$ cat src/rtl/bit_select_pkg.sv
// rtl/bit_select_pkg.sv - shared types and constants for the sequential bit-select block
package bit_select_pkg;

  localparam int DATA_WIDTH_DEFAULT = 32;
  localparam int INDEX_WIDTH        = $clog2(DATA_WIDTH_DEFAULT);
  localparam int BYTE_COUNT_WIDTH   = 4;

  function automatic bit is_pow2(input int unsigned value);
    return (value != 0) && ((value & (value - 1)) == 0);
  endfunction

  localparam bit DATA_WIDTH_IS_POW2 = is_pow2(DATA_WIDTH_DEFAULT);

  typedef enum logic [1:0] {
    IDLE,
    SCAN,
    DONE
  } state_e;

endpackage

$ cat src/rtl/byte_bit_select.sv
// rtl/byte_bit_select.sv - popcount of one byte and position of its rank-th set bit
module byte_bit_select
  import bit_select_pkg::*;
(
  input  logic [7:0]                  byte_i,
  input  logic [2:0]                  rank_i,
  output logic [BYTE_COUNT_WIDTH-1:0] count_o,
  output logic                        hit_o,
  output logic [2:0]                  pos_o
);

  logic [BYTE_COUNT_WIDTH-1:0] seen;

  always_comb begin
    count_o = '0;
    seen    = '0;
    pos_o   = '0;
    for (int i = 0; i < 8; i++) begin
      count_o = count_o + {{(BYTE_COUNT_WIDTH-1){1'b0}}, byte_i[i]};
      if (byte_i[i]) begin
        if (seen == {1'b0, rank_i}) begin
          pos_o = 3'(i);
        end
        seen = seen + 1'b1;
      end
    end
  end

  assign hit_o = {1'b0, rank_i} < count_o;

endmodule

$ cat src/rtl/bit_select_sequential.sv
// rtl/bit_select_sequential.sv - index of the k-th set bit, scanning one byte per cycle
module bit_select_sequential
  import bit_select_pkg::*;
#(
  parameter  int DATA_WIDTH   = DATA_WIDTH_DEFAULT,
  localparam int BYTES_NUMBER = DATA_WIDTH / 8,
  localparam int IW           = $clog2(DATA_WIDTH)
) (
  input  logic                         clk_i,
  input  logic                         rst_i,
  input  logic [BYTES_NUMBER-1:0][7:0] operand_i,
  input  logic [IW-1:0]                rank_i,
  input  logic                         valid_i,
  output logic                         ready_o,
  output logic [IW-1:0]                index_o,
  output logic                         found_o,
  output logic                         valid_o
);

  localparam int PW = (BYTES_NUMBER > 1) ? $clog2(BYTES_NUMBER) : 1;
  localparam int CW = (IW > BYTE_COUNT_WIDTH) ? IW : BYTE_COUNT_WIDTH;

  if (!is_pow2(DATA_WIDTH) || (DATA_WIDTH < 8)) begin : g_bad_width
    $error("bit_select_sequential: DATA_WIDTH must be a power of 2 and at least 8");
  end

  state_e                       state_q;
  logic [BYTES_NUMBER-1:0][7:0] operand_q;
  logic [IW-1:0]                rem_q;
  logic [PW-1:0]                ptr_q;
  logic [IW-1:0]                index_q;
  logic                         found_q;
  logic                         valid_q;

  logic [7:0]                  cur_byte;
  logic [BYTE_COUNT_WIDTH-1:0] byte_count;
  logic                        byte_hit;
  logic [2:0]                  byte_pos;
  logic [CW-1:0]               rem_ext;
  logic [CW-1:0]               cnt_ext;
  logic                        scan_hit;
  logic                        last_byte;

  assign cur_byte = operand_q[ptr_q];

  byte_bit_select u_byte_bit_select (
    .byte_i  (cur_byte),
    .rank_i  (rem_q[2:0]),
    .count_o (byte_count),
    .hit_o   (byte_hit),
    .pos_o   (byte_pos)
  );

  // The byte helper only sees the low rank bits, so a hit also needs remaining < 8.
  assign rem_ext   = CW'(rem_q);
  assign cnt_ext   = CW'(byte_count);
  assign scan_hit  = byte_hit && (rem_ext < CW'(8));
  assign last_byte = (ptr_q == PW'(BYTES_NUMBER - 1));

  assign ready_o = (state_q == IDLE) && !rst_i;
  assign index_o = index_q;
  assign found_o = found_q;
  assign valid_o = valid_q;

  always_ff @(posedge clk_i) begin
    if (rst_i) begin
      state_q   <= IDLE;
      operand_q <= '0;
      rem_q     <= '0;
      ptr_q     <= '0;
      index_q   <= '0;
      found_q   <= 1'b0;
      valid_q   <= 1'b0;
    end else begin
      valid_q <= 1'b0;
      case (state_q)
        IDLE: begin
          if (valid_i) begin
            operand_q <= operand_i;
            rem_q     <= rank_i;
            ptr_q     <= '0;
            state_q   <= SCAN;
          end
        end
        SCAN: begin
          if (scan_hit) begin
            index_q <= IW'({ptr_q, byte_pos});
            found_q <= 1'b1;
            valid_q <= 1'b1;
            state_q <= DONE;
          end else if (last_byte) begin
            index_q <= '0;
            found_q <= 1'b0;
            valid_q <= 1'b1;
            state_q <= DONE;
          end else begin
            // Only reached when remaining >= count, so this never wraps.
            rem_q <= IW'(rem_ext - cnt_ext);
            ptr_q <= ptr_q + 1'b1;
          end
        end
        DONE: begin
          state_q <= IDLE;
        end
        default: begin
          state_q <= IDLE;
        end
      endcase
    end
  end

endmodule

$ cat config.mk
export PLATFORM = sky130hd
export DESIGN_NAME = bit_select_sequential
export DESIGN_NICKNAME = d
export VERILOG_FILES = /design/src/rtl/bit_select_pkg.sv /design/src/rtl/byte_bit_select.sv /design/src/rtl/bit_select_sequential.sv
export SDC_FILE = /design/constraint.sdc
export NUM_CORES = 1
export LEC_CHECK = 0
export ABC_CLOCK_PERIOD_IN_PS = 7900
export CORE_UTILIZATION = 56
export CTS_BUF_LIST = sky130_fd_sc_hd__clkbuf_8
export DETAILED_ROUTE_END_ITERATION = 8
export PLACE_DENSITY = 0.83
export SYNTH_ARGS = -nofsm -noshare
export SYNTH_HDL_FRONTEND = slang
export SYNTH_HIERARCHICAL = 1
export SYNTH_SLANG_ARGS = --single-unit
export TNS_END_PERCENT = 100
$ cat constraint.sdc
create_clock -name clk_i -period 7.9 [get_ports clk_i]
set_clock_uncertainty 0.15 [all_clocks]
set_input_delay 1.58 -clock clk_i [delete_from_list [all_inputs] [get_ports clk_i]]
set_output_delay 1.58 -clock clk_i [all_outputs]
set_load 0.02 [all_outputs]
# == After elaboration in Yosys (flattened, before gate mapping) ==
# Cells that the tools add are included.
# Widths: inputs -> output; s select.
# totals
ff_bits,48
in_bits,40
elab_cells,94
# op_classes
addsub,15
order_cmp,3
eq_ne,13
n_mux,41
bitwise,1
n_reduce_logical,11
# ops
op,n
$mux 3,13
$mux 5,5
$add 4x1->4,6
$eq 4x3->1,6
$mux 4,6
$add 4x1->4 const B,5
$bmux 8 s2,1
$mux 2,6
$pmux 5 s2,1
$mux 8,1
$pmux 2 s2,2
$mux 1,6
$ne 2x2->1 const B,3
$reduce_and 2->1,3
$lt 5x4->1 const B,1
$sub 5x4->5,1
$lt 3x4->1,1
$reduce_and 4->1,1
$reduce_bool 2->1,2
$eq 1x3->1,1
$lt 2x3->1 const B,1
$ne 3x3->1 const B,1
$add 1x1->2,1
$add 1x1->2 const B,1
8 further kinds,9

# == Logic depth before layout (Yosys ltp) ==
# depth
depth_word,19
depth_mapped,26
ltp_nobuf,25

# == By module ==
# Netlist, hierarchy kept.
# modules_own_cells
mod,instances,cells_each,area_per_inst_um2
bit_select_sequential,1,240,2059.5
byte_bit_select,1,125,1042.2

# == Worst setup path before layout ==
# Ideal clock, no wire load.
# synth_path
path_kind,reg-to-reg
from,register ptr_q[1]
to,"register rem_q[4], in the netlist rem_ext[4]"
setup_time_ns,0.074
arrival_ns,5.427
required_time_ns,7.676
slack_ns,2.249
path_stages_with_launch,19
cell_sequence,dfxtp_1 > clkbuf_1 > mux4_2 > fa_1 > inv_1 > fa_1 > fa_1 > inv_1 > ha_1 > inv_1 > fa_1 > ha_1 > a21o_1 > a21oi_1 > or2_2 > nor3b_1 > o31a_4 > or4_1 > a31oi_1
# synth_via
elab_chain_len,13
word_cells_on_any_way,19
# synth_rtl
item,line_no,rtl
"start, declared",bit_select_sequential.sv:30,logic [PW-1:0] ptr_q;
"start signal, assigned",bit_select_sequential.sv:99,ptr_q <= ptr_q + 1'b1;
$bmux 8 s2,bit_select_sequential.sv:44,assign cur_byte = operand_q[ptr_q];
$mux 8 (implied by the code),bit_select_sequential.sv:44,
net cur_byte[0],bit_select_sequential.sv:35,logic [7:0] cur_byte;
$add 1x1->2,byte_bit_select.sv:19,"count_o = count_o + {{(BYTE_COUNT_WIDTH-1){1'b0}}, byte_i[i]};"
$add 4x1->4 (6 in series),byte_bit_select.sv:19,
$lt 3x4->1,byte_bit_select.sv:29,"assign hit_o = {1'b0, rank_i} < count_o;"
net byte_hit,bit_select_sequential.sv:37,logic byte_hit;
$logic_and 1x1->1,bit_select_sequential.sv:57,assign scan_hit = byte_hit && (rem_ext < CW'(8));
$ne 2x2->1 (no source line),n/a,
$reduce_and 4->1 (no source line),n/a,
"end signal, assigned",bit_select_sequential.sv:80,rem_q <= rank_i;
"end signal, assigned",bit_select_sequential.sv:98,rem_q <= IW'(rem_ext - cnt_ext);
"end, declared",bit_select_sequential.sv:29,logic [IW-1:0] rem_q;
# The timed path passes the listed nets, and every way through them passes these cells. The select of a mux whose other input is x is not followed.
# A chain may end at the register's enable or synchronous reset.

# == Worst setup path after layout ==
# layout_path
from,register ptr_q[1]
to,"register index_q[0], in the netlist index_o[0]"
# layout_via
word_cells_on_any_way,49
# layout_lines
item,line_no,rtl
$bmux 8 s2 (*),bit_select_sequential.sv:44,
$mux 8 (implied by the code) (*),bit_select_sequential.sv:44,
net cur_byte[0],bit_select_sequential.sv:35,
$add 1x1->2 (*),byte_bit_select.sv:19,
$add 4x1->4 (*) (6 in series),byte_bit_select.sv:19,
$lt 3x4->1 (*),byte_bit_select.sv:29,
net byte_hit,bit_select_sequential.sv:37,
$logic_and 1x1->1 (*),bit_select_sequential.sv:57,
$reduce_bool 2->1 (no source line),n/a,
$reduce_and 2->1 (no source line),n/a,
"end signal, assigned",bit_select_sequential.sv:87,"index_q <= IW'({ptr_q, byte_pos});"
"end, declared",bit_select_sequential.sv:31,logic [IW-1:0] index_q;
# The timed path passes the listed nets; every way through them passes the cells marked *. The select of a mux whose other input is x is not followed.

==> run summary <==
The path class of the tightest hold or removal check is reg -> reg. Counting the buffers created by CTS gives 5. From synthesis to final layout, the design area changed by 19.16%.

Of all flip-flops after synthesis, the portion carrying an async set or reset was 0%. The smallest clock period supported by the final layout is computed as 5892 ps. For this run, the leading register cell type out of synthesis is dfxtp_1. VDD sags by at most 170.8 uV. STA puts the critical path data required time at 7920 ps. The worst setup path is launched from a register.

The quantity of gates resized following cts came out at 0. The overall die area is 0.005841 mm2. The number of violations reported at the end of detailed-routing iteration 0 came out at 222. The leakage dissipation is 0.001460 uW. The cell depth of the worst flop-to-flop path came out at 17. Summed over all nets, the half-perimeter wirelength after detailed placement is 4.982 mm. The number of synthesis warnings is 6.

The critical path in this run is classified as reg -> reg. In the finished design, the share of the clock period the worst path needs comes to approximately three quarters. The number of buffers between clock root and the deepest sink is 2. The largest fanout on the critical path came out at 11. The maximum clock frequency is 169.7 MHz.

The number of storage elements in the synthesis netlist came out at 48. The maximum level of the CTS H-tree came out at 2. The wire length of the first global-routing pass came out at 11.80 mm. The ratio of cells with drive above 1 in the final layout came out at under 10%.

The total power divided by cell area is 345.7 mW/mm2. The final number of max-transition violations came out at 0. In the final layout, the multi-input gates occupy 0.001942 mm2. Setup violations remaining at the end of the flow were counted as 0. In this run the tightest slew margin relative to its limit is 23.37%. TritonCTS built the clock tree.

The cell count after synthesis is around 370. The signal arrival time at the worst endpoint came out at approximately 5900 ps. The run finished with clean final reports.

The cell sitting at the root of the clock tree is a clkbuf_8. The first detailed-routing pass took 4 iterations. Fill cells in the final layout number 410. The met1 track demand over resource came out at 34.09%.

The net count after synthesis came out at approximately 430. The number of max-cap violations is 0. The placed cell area is 0.003575 mm2. Buffers added to address setup during post-CTS repair amount to 0.

Setup repair after global routing left no endpoint under its margin. The weighted congestion at the end of routability-driven global placement came out at just over 0.9. The count of buffers from port buffering is 47. The final cell area excluding filler cells is between 0.003 and 0.004 mm2.

The post-synthesis instance area came out at 0.003102 mm2. The distinct cell type count of the synthesized netlist is 54. The mean post-synth cell area came out at 8.498 um2. At the later pin of the worst-skew pair, clock insertion delay measures 300 ps. The height of the die is 76.43 um. The layout net count is 460. The sequential fraction of the synthesis area came out at 30.98%. The count of cells along the worst hold path is 2. In the routed layout, each cell is associated on average with a via count of 5.549. The floorplan has 26 rows. The met3 usage in global routing is 3.832%. The number of global-route vias before repair is 2,511.

The final routed DRC violation total came out at 0. The die is around 76 um wide. The total area of sequential cells is 960.9 um2.

The count of vias placed by the detailed router is ~2.6k. The setup TNS after final layout came out at 0 ps. In this run the count of I/O pins placed on the die edge is 48. Entering global routing, the biggest net connects 50 pins. The area of the core region came out at ~0.0052 mm2. The antenna cell count is 0. The number of enable-type register cells in the synthesized netlist is 0. The clock sink count is 48. For the pin with the worst max-slew slack, the measured transition is 1150 ps. The slack of the worst reg-to-reg path is ~2000 ps. For this configuration, the core starts out at a cell density of about three fifths. The number of hold buffers added after CTS was 0. The most used routing layer is met2.

The met2 track demand over resource is 40.72%. The total grt overflow came out at 0. For this run, the total global-route usage over all layers was measured as 24.88%.

After clock tree synthesis, the clock-pin slew on the worst setup and hold paths is 90 ps. The number of endpoints with negative hold slack in the final report is 0. STA classifies the critical path endpoint as a register.

The initial antenna violation count came out at 0. The routed wirelength normalized by instance count came out at ~15 um. The final wirelength came out at about 6.8 mm. The residual antenna-violating net count after detailed routing is 0.
-- through the flow --
stage | hold WS (ps) | std cells | utilization [%] | power (uW) | worst slack [ps]
after floorplan | 283.1 | 365 | - | 926.2 | 2249
after global placement | 291.6 | 462 | 68.68 | 1055 | 2213
after detailed placement | 296.5 | 462 | 68.68 | 1087 | 2010
after CTS | 311.9 | 470 | 71.01 | 1277 | 1990
after global routing | 328.9 | 470 | 71.01 | 1388 | 1641
final | 310.2 | 470 | 71.01 | 1278 | 2008
-- cell families after synthesis --
logic type / after synthesis / synth area share (%)
buffers and inverters: 47 / 6.575
AND/OR/NAND/NOR: 145 / 23.48
adder cells (fa/ha/maj): 21 / 9.681
flip-flops: 48 / 30.98
AO/OA/AOI/OAI: 70 / 13.96
multiplexers: 9 / 6.131
XOR/XNOR: 25 / 9.197
-- final timing paths --
path | startpoint | to
setup / recovery | ptr_q[1] | index_o[0]
hold / removal | operand_q[10] | operand_q[10]
setup reg to reg | ptr_q[1] | index_o[0]
hold reg to reg | operand_q[10] | operand_q[10]
-- layout by cell type, fill, tap and decap left out, types with 3 or more instances in the layout --
cell type,instances
a21oi_1,41
a22oi_1,5
a31oi_1,5
clkbuf_8,6
clkdlybuf4s50_1,47
dfxtp_1,48
fa_1,5
ha_1,16
inv_1,24
mux4_2,8
nand2_1,85
nand2b_1,4
nand3_1,9
nor2_1,14
nor2b_1,6
nor3_1,5
nor3b_1,3
o21ai_0,3
o31ai_1,4
xnor2_1,7
xnor2_2,3
xor2_1,12
-- cell type report --
class / count / area share [%]
well taps: 70 / 2.370
repair buffers: 49 / 13.13
clock buffers: 6 / 2.234
clock inverters: 2 / 1.049
flip-flops and latches: 48 / 26.00
multi-input cells: 270 / 52.54
inverters: 25 / 2.674
-- registers in the layout, summed over array words and instances (netlist names) --
name,cells
found_o,1
ptr_q,2
state_q,2
index_o,5
operand_q,32
valid_o,1
rem_ext,5
-- Yosys cell counts (5+ instances only) --
| master | count | area share [%] |
|---|---|---|
| xor2_1 | 12 | 3.4 |
| nand2_1 | 85 | 10 |
| a21oi_1 | 41 | 6.6 |
| fa_1 | 5 | 3.2 |
| nor3_1 | 5 | 0.81 |
| nor2b_1 | 6 | 1.2 |
| clkbuf_1 | 15 | 1.8 |
| mux4_2 | 8 | 5.8 |
| xnor2_1 | 7 | 2.0 |
| nand3_1 | 9 | 1.5 |
| nor2_1 | 14 | 1.7 |
| dfxtp_1 | 48 | 31 |
| a31oi_1 | 5 | 1.0 |
| inv_1 | 24 | 2.9 |
| a22oi_1 | 5 | 1.2 |
| ha_1 | 16 | 6.5 |
-- layer usage --
layer | share of wire [%] | wire length (um)
met5 | 0 | 0
met4 | 1.3 | 91
met3 | 3.9 | 265
met2 | 48 | 3298
met1 | 47 | 3177
-- power by group --
part	total, uW	leakage, uW	internal, uW	switching, uW
clock	186	0.0000614	104	82.5
combinational	748	0.00101	324	424
sequential	344	0.000393	291	52.6
total	1280	0.00146	719	559
-- worst max-delay path, cell delays in order, from the launching register on --
cell     delay [ps]
dfxtp_1         690
mux4_2          650
fa_1            560
inv_1            60
fa_1            500
fa_1            500
inv_1            50
ha_1            180
inv_1            70
fa_1            430
ha_1            300
a21o_1          160
a21oi_1         130
or2_2           110
nor3b_1         520
o21ai_1         360
a22oi_1         280
nor2_1           80
No activity file was read; power rests on OpenSTA's default activity.
